**config.mk**
```make
export PLATFORM = sky130hd
export DESIGN_NAME = edge_seq_driver
export DESIGN_NICKNAME = d
export VERILOG_FILES = /design/src/rtl/edge_seq_pkg.sv /design/src/rtl/edge_seq_fifo.sv /design/src/rtl/edge_seq_driver.sv
export SDC_FILE = /design/constraint.sdc
export NUM_CORES = 1
export LEC_CHECK = 0
export ABC_AREA = 1
export BUFFER_PORTS_ARGS = -buffer_cell sky130_fd_sc_hd__buf_2
export CORE_UTILIZATION = 55
export CTS_CLUSTER_DIAMETER = 60
export DETAILED_ROUTE_END_ITERATION = 12
export PLACE_DENSITY = 0.74
export SYNTH_ARGS = -nofsm -noshare
export SYNTH_HDL_FRONTEND = slang
export SYNTH_SLANG_ARGS = --single-unit
```
**constraint.sdc**
```tcl
create_clock -name clk -period 2.7 [get_ports clk]
set_clock_uncertainty 0.15 [all_clocks]
set_input_delay 0.27 -clock clk [delete_from_list [all_inputs] [get_ports clk]]
set_output_delay 0.27 -clock clk [all_outputs]
set_load 0.05 [all_outputs]
```
**src/rtl/edge_seq_pkg.sv**
```systemverilog
// Shared types and expected-response rules for the edge-protocol stimulus driver.
// The expected model tracks what an ideal responder should present on b / module_b.
package edge_seq_pkg;

  // Upper bound for STEP_W; the queued hold field is stored zero-extended to this width.
  localparam int STEP_W_MAX = 32;

  typedef enum logic [1:0] {
    IDLE  = 2'd0,
    APPLY = 2'd1,
    HOLD  = 2'd2
  } state_t;

  typedef struct packed {
    logic                  a;
    logic                  ma;
    logic [STEP_W_MAX-1:0] hold;
  } edge_cmd_t;

  typedef struct packed {
    logic exp_b;
    logic exp_mb;
    logic vb;
    logic vmb;
  } exp_t;

  function automatic exp_t exp_update(
    input logic o_a,
    input logic o_ma,
    input logic n_a,
    input logic n_ma,
    input logic exp_b,
    input logic exp_mb,
    input logic vb,
    input logic vmb
  );
    exp_t r;
    r.exp_b  = exp_b;
    r.exp_mb = exp_mb;
    r.vb     = vb;
    r.vmb    = vmb;
    if (o_a != n_a) begin
      r.exp_b = ~n_a;
      r.vb    = 1'b1;
    end
    // module_b reacts to a rising a or a falling module_a
    if ((!o_a && n_a) || (o_ma && !n_ma)) begin
      r.exp_mb = ~n_ma;
      r.vmb    = 1'b1;
    end
    return r;
  endfunction

endpackage

```
**src/rtl/edge_seq_fifo.sv**
```systemverilog
// Command queue: DEPTH-entry synchronous FIFO, registered pointers, same-cycle push/pop.
// Latency: one cycle push-to-visible; backpressure via full (writes while full are dropped).
module edge_seq_fifo
  import edge_seq_pkg::*;
#(
  parameter int DEPTH = 4
) (
  input  logic      clk,
  input  logic      rst_n,
  input  logic      wr_vld,
  input  edge_cmd_t wr_dat,
  input  logic      rd_rdy,
  output edge_cmd_t rd_dat,
  output logic      full,
  output logic      empty
);

  localparam int AW = $clog2(DEPTH);

  edge_cmd_t     mem [DEPTH];
  logic [AW:0]   wr_ptr_q;
  logic [AW:0]   rd_ptr_q;
  logic          wr_en;
  logic          rd_en;

  // Extra pointer MSB distinguishes full from empty when the index bits match.
  assign empty  = (wr_ptr_q == rd_ptr_q);
  assign full   = (wr_ptr_q[AW] != rd_ptr_q[AW]) &&
                  (wr_ptr_q[AW-1:0] == rd_ptr_q[AW-1:0]);
  assign wr_en  = wr_vld && !full;
  assign rd_en  = rd_rdy && !empty;
  assign rd_dat = mem[rd_ptr_q[AW-1:0]];

  always_ff @(posedge clk or negedge rst_n) begin
    if (!rst_n) begin
      wr_ptr_q <= '0;
      rd_ptr_q <= '0;
    end else begin
      if (wr_en) wr_ptr_q <= wr_ptr_q + (AW+1)'(1);
      if (rd_en) rd_ptr_q <= rd_ptr_q + (AW+1)'(1);
    end
  end

  always_ff @(posedge clk) begin
    if (wr_en) mem[wr_ptr_q[AW-1:0]] <= wr_dat;
  end

endmodule

```
**src/rtl/edge_seq_driver.sv**
```systemverilog
// Drives drv_a/drv_ma from queued level commands, holds each for `hold` cycles, checks rsp_b/rsp_mb.
// Latency: push-to-drive 2 cycles from idle; backpressure: cmd_ready drops when the queue is full.
module edge_seq_driver
  import edge_seq_pkg::*;
#(
  parameter int STEP_W = 8,
  parameter int DEPTH  = 4,
  parameter int ERR_W  = 8
) (
  input  logic              clk,
  input  logic              rst_n,
  input  logic              cmd_valid,
  output logic              cmd_ready,
  input  logic              cmd_a,
  input  logic              cmd_ma,
  input  logic [STEP_W-1:0] cmd_hold,
  output logic              drv_a,
  output logic              drv_ma,
  input  logic              rsp_b,
  input  logic              rsp_mb,
  output logic              busy,
  output logic              done,
  output logic              err,
  output logic [ERR_W-1:0]  err_cnt
);

  state_t            state_q;
  state_t            state_d;
  logic              fifo_full;
  logic              fifo_empty;
  logic              fifo_pop;
  edge_cmd_t         push_cmd;
  edge_cmd_t         head_cmd;
  logic [STEP_W-1:0] hold_clamped;
  logic [STEP_W-1:0] hcnt_q;
  logic [STEP_W-1:0] cur_hold_q;
  logic              cur_a_q;
  logic              cur_ma_q;
  logic              exp_b_q;
  logic              exp_mb_q;
  logic              vb_q;
  logic              vmb_q;
  exp_t              exp_nxt;
  logic              apply;
  logic              hold_last;
  logic              b_bad;
  logic              mb_bad;
  logic              mismatch;

  // A zero hold would never reach the hcnt==1 exit, so it is stored as 1.
  assign hold_clamped = (cmd_hold == '0) ? STEP_W'(1) : cmd_hold;
  assign push_cmd     = '{a: cmd_a, ma: cmd_ma, hold: STEP_W_MAX'(hold_clamped)};

  edge_seq_fifo #(
    .DEPTH (DEPTH)
  ) u_fifo (
    .clk    (clk),
    .rst_n  (rst_n),
    .wr_vld (cmd_valid),
    .wr_dat (push_cmd),
    .rd_rdy (fifo_pop),
    .rd_dat (head_cmd),
    .full   (fifo_full),
    .empty  (fifo_empty)
  );

  assign cmd_ready = !fifo_full;
  assign fifo_pop  = (state_q == IDLE) && !fifo_empty;
  assign apply     = (state_q == APPLY);
  assign hold_last = (state_q == HOLD) && (hcnt_q == STEP_W'(1));
  assign busy      = (state_q != IDLE) || !fifo_empty;

  always_ff @(posedge clk or negedge rst_n) begin
    if (!rst_n) state_q <= IDLE;
    else        state_q <= state_d;
  end

  always_comb begin
    state_d = state_q;
    case (state_q)
      IDLE:    if (!fifo_empty) state_d = APPLY;
      APPLY:   state_d = HOLD;
      HOLD:    if (hcnt_q == STEP_W'(1)) state_d = IDLE;
      default: state_d = IDLE;
    endcase
  end

  assign exp_nxt = exp_update(drv_a, drv_ma, cur_a_q, cur_ma_q,
                              exp_b_q, exp_mb_q, vb_q, vmb_q);

  // Written as "bad unless provably equal" so an unknown response counts as a mismatch.
  always_comb begin
    b_bad  = 1'b1;
    mb_bad = 1'b1;
    if (!vb_q || (rsp_b == exp_b_q))    b_bad  = 1'b0;
    if (!vmb_q || (rsp_mb == exp_mb_q)) mb_bad = 1'b0;
    mismatch = b_bad || mb_bad;
  end

  always_ff @(posedge clk or negedge rst_n) begin
    if (!rst_n) begin
      cur_a_q    <= 1'b0;
      cur_ma_q   <= 1'b0;
      cur_hold_q <= '0;
    end else if (fifo_pop) begin
      cur_a_q    <= head_cmd.a;
      cur_ma_q   <= head_cmd.ma;
      cur_hold_q <= STEP_W'(head_cmd.hold);
    end
  end

  always_ff @(posedge clk or negedge rst_n) begin
    if (!rst_n) begin
      drv_a    <= 1'b0;
      drv_ma   <= 1'b0;
      exp_b_q  <= 1'b0;
      exp_mb_q <= 1'b0;
      vb_q     <= 1'b0;
      vmb_q    <= 1'b0;
      hcnt_q   <= '0;
    end else if (apply) begin
      drv_a    <= cur_a_q;
      drv_ma   <= cur_ma_q;
      exp_b_q  <= exp_nxt.exp_b;
      exp_mb_q <= exp_nxt.exp_mb;
      vb_q     <= exp_nxt.vb;
      vmb_q    <= exp_nxt.vmb;
      hcnt_q   <= cur_hold_q;
    end else if (state_q == HOLD) begin
      hcnt_q   <= hcnt_q - STEP_W'(1);
    end
  end

  always_ff @(posedge clk or negedge rst_n) begin
    if (!rst_n) begin
      done    <= 1'b0;
      err     <= 1'b0;
      err_cnt <= '0;
    end else begin
      done <= hold_last;
      err  <= hold_last && mismatch;
      if (hold_last && mismatch && (err_cnt != '1)) err_cnt <= err_cnt + ERR_W'(1);
    end
  end

endmodule

```
==> results of run 1 <==
==> layout by cell type, fill, tap and decap left out, drive strengths merged, types with 9 or more instances in the layout <==
| cell | netlist | routed |
|---|---|---|
| nor2 | 42 | 42 |
| o21ai | 39 | 39 |
| inv | 41 | 45 |
| dfrtp | 42 | 42 |
| buf | 4 | 29 |
| nand3 | 23 | 23 |
| ha | 13 | 13 |
| edfxtp | 40 | 40 |
| o22ai | 10 | 10 |
| clkbuf | 13 | 9 |
| nand2 | 117 | 117 |
==> synth_stat cells (all sizes together) (2+ instances only) <==
library cell / count
clkbuf: 13
nand3b: 2
o21ai: 39
nand2: 117
dfrtp: 42
buf: 4
nor2: 42
edfxtp: 40
o22ai: 10
a21oi: 7
ha: 13
or2: 3
xor2: 3
xnor2: 4
inv: 41
nand4: 4
nand3: 23
==> area by class of cell <==
class	count	area, um^2
inverter	41	153.9
sequential	82	2252
timing repair buffer	33	187.7
fill	592	2522
multi-input combinational	270	1358
tap	80	100.1
clock inverter	7	58.81
clock buffer	9	123.9
==> repair_timing <==
item,4_1_cts,5_1_grt
endpoints found under the setup margin,0,0
endpoints found under the hold margin,48,0
hold buffers,4,0
==> stage by stage <==
step	std cells	utilization, %	power (uW)
4_1_cts	522	62.67	4596
6_report	522	62.67	4563
5_1_grt	522	62.67	4965
2_1_floorplan	410	-	3370
3_5_place_dp	502	59.37	3760
3_3_place_gp	502	59.37	3704
==> registers in the layout (all words and copies together), names as in the netlist, 2 cells and up <==
signal,cells
cur_hold_q,8
err_cnt,8
hcnt_q,8
state_q,2
u_fifo.mem,40
u_fifo.rd_ptr_q,3
u_fifo.wr_ptr_q,3
==> cell families after synthesis <==
group,synth area share [%]
simple gates,21.51
flops,58.65
xor+xnor,1.792
buf+inv,5.995
compound gates,7.820
fa+ha+maj,4.236
==> power by group <==
| group | internal (uW) | switching (uW) |
|---|---|---|
| clock network | 348 | 481 |
| registers | 1700 | 237 |
| logic | 584 | 1210 |
| total | 2630 | 1930 |
==> final timing paths <==
kind / to / cells past startpoint / slack [ns] / from
worst max-delay path: u_fifo.mem[1][2]$_DFFE_PP_ / 4 / 0.52 / u_fifo.rd_ptr_q[1]$_DFFE_PN0P_
worst min-delay path: u_fifo.mem[1][3]$_DFFE_PP_ / 1 / 0.01 / cmd_hold[3]
worst max register to register: u_fifo.mem[1][2]$_DFFE_PP_ / 4 / 0.52 / u_fifo.rd_ptr_q[1]$_DFFE_PN0P_
worst min register to register: vmb_q$_DFFE_PN0P_ / 1 / 0.32 / vmb_q$_DFFE_PN0P_
max in group asynchronous: hcnt_q[6]$_DFFE_PN0P_ / 2 / 1.40 / rst_n
min in group asynchronous: vb_q$_DFFE_PN0P_ / 2 / 0.43 / rst_n
==> routing by layer <==
layer | GRT usage, % | wire length [um] | part of all wire [%] | up-vias
li1 | - | - | - | 1392
met1 | 29.48 | 3390 | 47 | 1234
met2 | 34.76 | 3483 | 48 | 60
met3 | 4.235 | 252 | 3.5 | 12
met4 | 11.52 | 149 | 2.0 | 0
met5 | 0 | 0 | 0 | -
==> results by group, run 1 <==
Outcome
  – Outcome: finished with violations
  – Failing checks: DRC

Detailed routing
  – Routed len/inst: between 10 and 15 um
  – Antenna-violating nets left: 0
  – Routed via count: 2698
  – Final wirelength: just over 7000 um
  – Pre-antenna DRT Iters: 8
  – Via density: roughly 5.2
  – Drt initial violations: 218
  – DRC viols: 1

Yosys
  – Most used DFF post-synth: dfrtp_1
  – Async set-reset flop share out of synthesis: approximately half
  – Avg Cell Area, Syn: 9.366 um^2
  – Cell count after synthesis: 410
  – Area leader, netlist: edfxtp_1
  – Post-synthesis register bit count: between 80 and 90
  – Synth warn: 0
  – Synth area leaders: edfxtp_1, dfrtp_1, nand2_1, o21ai_0, ha_1
  – Synthesized area: approximately 3800 um^2
  – Share of the synthesized area in the top cell type: between 30% and 40%
  – Seq/Total Area, Yosys: between 50% and 60%
  – Unique masters post-synth: 31
  – Mapped Nets: roughly 440
  – EDFF count, synth: 40

Worst setup path
  – Worst EP arrival: roughly 2 ns
  – CP max stage cell: nor2_1
  – Critical Path Start Type: flip-flop
  – CP Buf/Inv Count: 0
  – Setup Crit Path Kind: flip-flop to flip-flop
  – Max FO, Critical Path: 14
  – CP required: about 2.5 ns
  – Max incr delay on CP: approximately 0.6 ns
  – Crit-path cells: xnor2_2 > nand3b_1 > nand2_2 > nor2_1
  – Setup crit end kind: flip-flop
  – Top cell family by delay on the critical path: simple AND/OR/NAND/NOR gates

GRT
  – Antenna violations before repair: 0
  – Number of global-route vias before repair: between 2k and 3k
  – Largest net degree at the start of global routing: 43
  – First-pass GRT wire length: about 12000 um
  – Gr ovfl total: 0
  – Total GRT Usage: 22.09%

Clock network
  – Setup repair bufs after CTS: 0
  – Clk_lat worst skew: about 0.36 ns
  – Sink Count: 82
  – CTS tree: done
  – CTS resizes: 0
  – Clock root cell: clkbuf_8
  – Htree depth: 3
  – Clock slew at reported path FFs: 0.09 ns
  – Bufs on Longest Clock Path: 2
  – Cts bufs inserted: 9

Floorplan
  – Initial Util: 56.83%
  – IO Pins: 29
  – Floorplan die width: approximately 86 um
  – Row cnt: 30
  – Die area: 7320 um^2
  – Vert. Die Dim: around 86 um
  – Core footprint: 6756 um^2

Place
  – Final HPWL DP: about 5300 um
  – Dpl cell area: 4011 um^2
  – I/O Buffers: 28
  – Place WS: between 0.5 and 0.6 ns
  – RePlAce Congestion: around 0.96

Timing
  – Hold Fails Final Rpt: 0
  – Fin. max-slew vios: 0
  – Fmax achieved: between 400 and 500 MHz
  – RSZ-0062 raised after global routing: no
  – Part of the cycle the worst path needs: approximately four fifths
  – Hold WS: ~0.015 ns
  – Slew margin rel.: 38.99%
  – Crit path time final: 2.176 ns
  – TNS Setup: 0 ns
  – Final worst slack: between 0.5 and 0.6 ns
  – Final setup viols: 0
  – Slew @ Worst Pin: roughly 0.92 ns

Layout
  – Final #Nets: between 400 and 500
  – Ratio of cells with drive above 1 in the final layout: 14.03%
  – Area Overhead vs Synth: 10.26%
  – Antenna diodes: 0
  – Post-route cell area: 4234 um^2

Power
  – Lkg Pwr: between 0.0015 and 0.002 uW
  – PwrDens: between 1000 and 1500 nW/um^2
  – Worst vdd ir: between 500 and 600 uV

Run
  – Max Cap Violations: 0

Min path
  – Hold crit path type: primary input to flip-flop
Note: power is estimated with default switching activity, not from simulation.
==> run 2: changes to the inputs <==
--- a/config.mk
+++ b/config.mk
@@ -7,10 +7,10 @@
 export LEC_CHECK = 0
 export ABC_AREA = 1
 export BUFFER_PORTS_ARGS = -buffer_cell sky130_fd_sc_hd__buf_2
-export CORE_UTILIZATION = 55
+export CORE_UTILIZATION = 54
 export CTS_CLUSTER_DIAMETER = 60
 export DETAILED_ROUTE_END_ITERATION = 12
-export PLACE_DENSITY = 0.74
+export PLACE_DENSITY = 0.76
 export SYNTH_ARGS = -nofsm -noshare
 export SYNTH_HDL_FRONTEND = slang
 export SYNTH_SLANG_ARGS = --single-unit
==> constraint.sdc (replaced) <==
create_clock -name clk -period 1.8 [get_ports clk]
set_clock_uncertainty 0.15 [all_clocks]
set_input_delay 0.18 -clock clk [delete_from_list [all_inputs] [get_ports clk]]
set_output_delay 0.18 -clock clk [all_outputs]
set_load 0.05 [all_outputs]
==> run 2 against run 1 <==
Net effect: the flow finishes with violations (setup timing); combinational power is 89% higher; sequential power grew 48%; die area up 1.8%; power increased by 70%; global-route usage is 0.34 points higher.
==> results by group, run 2 (synthesis gave the netlist of run 1 again) <==
Outcome
  – Outcome: finished with violations
  – Failing checks: setup timing

Floorplan
  – Initial Util: around 56%
  – Row cnt: 30
  – Floorplan die width: around 86 um
  – IO Pins: 29
  – Vert. Die Dim: approximately 86 um
  – Core footprint: just under 7000 um^2
  – Die area: 7452 um^2

Power
  – Worst vdd ir: 875.1 uV
  – PwrDens: between 1500 and 2000 nW/um^2
  – Lkg Pwr: 0.002125 uW

Layout
  – Commonest non-fill, non-tap cell in the layout: nand2_1
  – Antenna diodes: 0
  – Register area: 2253 um^2
  – Final #Nets: ~490
  – Layout filler cell count: ~540
  – Ratio of cells with drive above 1 in the final layout: roughly 20%
  – Area Overhead vs Synth: 20.40%
  – Most frequent cells in the layout: nand2_1, dfrtp_1, edfxtp_1
  – Core Util, Final: between 60% and 70%
  – Cell Count, Final, Fillers Out: roughly 570
  – Multi-input logic area: between 1000 and 1500 um^2
  – Max FFs per register: 40
  – Post-route cell area: 4623 um^2

Timing
  – Final worst slack: -0.001902 ns
  – Hold Fails Final Rpt: 0
  – Final setup viols: 3
  – Part of the cycle the worst path needs: 100.1%
  – RSZ-0062 raised after global routing: yes
  – TNS Setup: -0.003612 ns
  – Fin. max-slew vios: 0
  – Crit path time final: between 1.5 and 2 ns
  – Fmax achieved: 555.0 MHz
  – Slew margin rel.: 70.70%
  – Slew @ Worst Pin: around 0.44 ns

Worst setup path
  – Setup Crit Path Kind: flip-flop to flip-flop
  – Most frequent CP cell: nand2_1
  – Max FO, Critical Path: 10
  – Reg-to-Reg Start: u_fifo.wr_ptr_q[0]$_DFFE_PN0P_
  – CP max stage cell: dfrtp_1
  – Setup crit end kind: flip-flop
  – Critical Path Start Type: flip-flop
  – CP required: ~1.7 ns
  – Worst EP arrival: about 1.7 ns
  – Crit-path cells: inv_2 > nand2_1 > nand2_1 > nand3b_1 > nand2_4 > nor2_4 > buf_12
  – R2R Setup Slk: -0.002 ns
  – Max incr delay on CP: 0.43 ns
  – CP startpoint: u_fifo.wr_ptr_q[0]$_DFFE_PN0P_

GRT
  – Gr ovfl total: 0
  – First-pass GRT wire length: ~13000 um
  – Antenna violations before repair: 0
  – Largest net degree at the start of global routing: 26
  – Number of global-route vias before repair: 2692
  – Total GRT Usage: roughly 22%

Detailed routing
  – Routed len/inst: 14.61 um
  – Met2 WL: between 4000 and 5000 um
  – Via density: between 5 and 6
  – Top routing layer in use: met4
  – Final wirelength: 8255 um
  – DRC viols: 0
  – Metal-1 WL: 3596 um
  – Antenna-violating nets left: 0
  – Met3 WL: about 360 um
  – Drt initial violations: around 310
  – Routed via count: between 2k and 3k
  – Pre-antenna DRT Iters: 4

Place
  – RePlAce Congestion: about 0.8
  – DP Cell Count: between 500 and 600
  – Dpl cell area: just over 4000 um^2
  – I/O Buffers: 28
  – Final HPWL DP: between 5000 and 6000 um
  – Place WS: ~0.0096 ns

Clock network
  – Clk_lat worst skew: 0.35 ns
  – Bufs on Longest Clock Path: 2
  – CTS tree: done
  – Sink Count: 82
  – Cts bufs inserted: 9
  – Clock root cell: clkbuf_8
  – Htree depth: 3
  – Clock slew at reported path FFs: around 0.090 ns

Min path
  – Hold crit path type: primary input to flip-flop
  – Hold_sp: cmd_hold[0]

Run
  – Max Cap Violations: 0
run 2: cell count changes in the layout (fill, tap and decap cells not counted), moves of 3 or more:
| cell | previous run | this run |
|---|---|---|
| buf_12 | 0 | 4 |
| buf_4 | 1 | 17 |
| dlygate4sd3_1 | 4 | 10 |
| inv_1 | 38 | 35 |
| inv_2 | 3 | 6 |
| inv_6 | 4 | 1 |
| nor2_1 | 39 | 35 |
| nor2_4 | 2 | 7 |
run 2: critical path: cells and delay by family (launching register included):
family | cells | cell delay (ns)
DFF | 1 | 0.43
buffers and inverters | 2 | 0.20
and+or+nand+nor | 5 | 0.72
run 2: per-stage QoR:
step | power (uW) | hold WS (ns)
2_1_floorplan | 5118 | -0.2656
6_report | 7764 | 0.03901
5_1_grt | 8270 | 0.02997
3_5_place_dp | 5875 | -0.0005231
3_3_place_gp | 5763 | -0.0006191
4_1_cts | 7493 | 0.02541
run 2: area by class of cell:
type                    instances  share of cell area (%)
clock buffers                   9                   2.679
clock inverters                 7                   2.003
inverters                      41                   3.329
multi-input cells             271                   30.69
flip-flops and latches         82                   48.74
well taps                      96                   2.598
repair buffers                 59                   9.959
run 2: path summary, 6_finish.rpt:
kind | end | depth (start not counted)
max in group asynchronous | u_fifo.wr_ptr_q[1]$_DFFE_PN0P_ | 3
min reg2reg | vb_q$_DFFE_PN0P_ | 2
max reg2reg | u_fifo.mem[2][2]$_DFFE_PP_ | 7
min in group asynchronous | err_cnt[6]$_DFFE_PN0P_ | 2
min | u_fifo.mem[1][0]$_DFFE_PP_ | 2
max | u_fifo.mem[2][2]$_DFFE_PP_ | 7
run 2: routing by layer:
| metal | GRT usage [%] | up-vias |
|---|---|---|
| met5 | 0 | - |
| met4 | 10.15 | 0 |
| met3 | 3.905 | 13 |
| met2 | 37.52 | 76 |
| met1 | 28.70 | 1377 |
| li1 | - | 1445 |
run 2: report_power, final:
part           internal, uW  total, uW  switching [uW]
logic                  1260       3410            2150
registers              2550       2880             336
clock network           781       1470             694
total                  4590       7760            3180
run 2: timing repair:
| item | 4_1_cts | 5_1_grt |
|---|---|---|
| endpoints found under the hold margin | 78 | 0 |
| endpoints found under the setup margin | 10 | 42 |
| buffers inserted | 5 | 6 |
| gates resized for setup | 6 | 5 |
| hold buffers | 10 | 0 |
| gates cloned | 0 | 1 |
| pin swaps | 4 | 4 |
==> run 3: changes to the inputs <==
--- a/config.mk
+++ b/config.mk
@@ -10,7 +10,7 @@
 export CORE_UTILIZATION = 54
 export CTS_CLUSTER_DIAMETER = 60
 export DETAILED_ROUTE_END_ITERATION = 12
-export PLACE_DENSITY = 0.76
+export PLACE_DENSITY = 0.73
 export SYNTH_ARGS = -nofsm -noshare
 export SYNTH_HDL_FRONTEND = slang
 export SYNTH_SLANG_ARGS = --single-unit
==> run 3 against run 2 <==
Net effect: the run now ends clean; die area unchanged; clock power down 16%; power decreased by 4.2%; non-clock buffer count increased by 4; clock-buffer cell count did not move; global-route usage shrank 0.96 points; flip-flop and latch count unchanged; via count down 2.2%; worst hold slack better by 0.023 ns; combinational power shrank 3%; critical path type is now flip-flop to output pin; critical endpoint is now cmd_ready; largest power group unchanged.
==> results by group, run 3 (synthesis gave the netlist of run 1 again) <==
Outcome
  – Outcome: completed

Timing
  – Final worst slack: 0.03497 ns
  – Part of the cycle the worst path needs: slightly below 100%
  – TNS Setup: 0 ns
  – Fin. max-slew vios: 0
  – Slew @ Worst Pin: 0.6210 ns
  – RSZ-0062 raised after global routing: yes
  – Slew margin rel.: around 59%
  – Hold WS: slightly above 0.06 ns
  – Final setup viols: 0
  – Fmax achieved: approximately 570 MHz
  – Crit path time final: between 1.5 and 2 ns
  – Hold Fails Final Rpt: 0

Floorplan
  – Row cnt: 30
  – Die area: about 7500 um^2
  – IO Pins: 29
  – Vert. Die Dim: roughly 86 um
  – Initial Util: 56.21%
  – Floorplan die width: ~86 um
  – Core footprint: between 6000 and 7000 um^2

Detailed routing
  – Antenna-violating nets left: 0
  – DRC viols: 0
  – Pre-antenna DRT Iters: 4
  – Routed via count: around 2.8k
  – Final wirelength: around 7500 um
  – Routed len/inst: around 13 um
  – Drt initial violations: 120
  – Via density: approximately 5

Place
  – I/O Buffers: 28
  – Final HPWL DP: about 5000 um
  – Place WS: between 0.04 and 0.05 ns
  – RePlAce Congestion: between 0.7 and 0.8
  – Dpl cell area: around 4100 um^2

GRT
  – Gr ovfl total: 0
  – Antenna violations before repair: 0
  – Total GRT Usage: 21.47%
  – First-pass GRT wire length: between 10000 and 15000 um
  – Number of global-route vias before repair: around 2.7k
  – Largest net degree at the start of global routing: 29

Power
  – PwrDens: about 1600 nW/um^2
  – Lkg Pwr: between 0.002 and 0.0025 uW
  – Worst vdd ir: between 900 and 1000 uV

Clock network
  – Clk_lat worst skew: between 0.3 and 0.4 ns
  – Clock slew at reported path FFs: around 0.09 ns
  – Clock root cell: clkbuf_8
  – Sink Count: between 80 and 90
  – CTS tree: done
  – Htree depth: 3
  – Cts bufs inserted: 9
  – Bufs on Longest Clock Path: 2

Layout
  – Antenna diodes: 0
  – Post-route cell area: ~4600 um^2
  – Most frequent cells in the layout: nand2_1, dfrtp_1, edfxtp_1
  – Max FFs per register: 40
  – Area Overhead vs Synth: 20.04%
  – Commonest non-fill, non-tap cell in the layout: nand2_1
  – Core Util, Final: about 67%
  – Ratio of cells with drive above 1 in the final layout: between 20% and 30%
  – Final #Nets: around 500

Worst setup path
  – CP required: around 1.5 ns
  – Max FO, Critical Path: 4
  – Critical Path Start Type: flip-flop
  – Worst EP arrival: roughly 1.4 ns
  – Setup crit end kind: output pin
  – Setup Crit Path Kind: flip-flop to output pin

Min path
  – Hold crit path type: primary input to flip-flop

Run
  – Max Cap Violations: 0
[run 3: cell type report]
class                   instances  area, um^2
multi-input cells             271        1421
fillers                       534        2222
flip-flops and latches         82        2255
clock buffers                   9       123.9
clock inverters                 7       57.56
repair buffers                 63       478.0
well taps                      96       120.1
inverters                      41       153.9
[run 3: per-layer routing]
metal	global-route usage, %	vias up	share of wire (%)
li1	-	1461	-
met1	28.90	1334	46
met2	35.28	47	50
met3	3.143	6	2.3
met4	8.636	0	1.0
met5	0	-	0
[run 3: power breakdown]
part	internal [uW]	leakage (uW)	switching [uW]
combinational	1260	0.00114	2070
sequential	2550	0.000889	331
clock	520	0.0000833	719
total	4320	0.00211	3120
[run 3: worst paths after layout]
kind                                                start                        endpoint  slack [ns]  cells past startpoint
max                        u_fifo.wr_ptr_q[1]$_DFFE_PN0P_                       cmd_ready        0.03                      3
min                                           cmd_hold[0]      u_fifo.mem[1][0]$_DFFE_PP_        0.06                      2
max reg2reg                u_fifo.wr_ptr_q[2]$_DFFE_PN0P_      u_fifo.mem[2][5]$_DFFE_PP_        0.06                      7
min reg2reg                              vb_q$_DFFE_PN0P_                vb_q$_DFFE_PN0P_        0.33                      2
max in group asynchronous                           rst_n  u_fifo.wr_ptr_q[0]$_DFFE_PN0P_        0.71                      3
min in group asynchronous                           rst_n          state_q[1]$_DFFE_PN0P_        0.23                      2
[run 3: worst max-delay path, cell delays in order (launching register included)]
cell and delay (ns):
dfrtp_2 0.45, xnor2_2 0.23, nand3b_1 0.20, buf_6 0.21
[run 3: repair_timing]
item                                    4_1_cts  5_1_grt
endpoints found under the setup margin        2       42
buffers inserted                              2       13
gates cloned                                  0        1
pin swaps                                     1        8
hold buffers                                 10        0
hold endpoints to repair                     62        0
gates resized for setup                       7        6
[run 3: metrics by stage]
step                      total power (uW)  std cells
final                                 7440        569
after global routing                  8026        569
after CTS                             7156        555
after detailed placement              5849        527
after global placement                5771        527
after floorplan                       5118        410
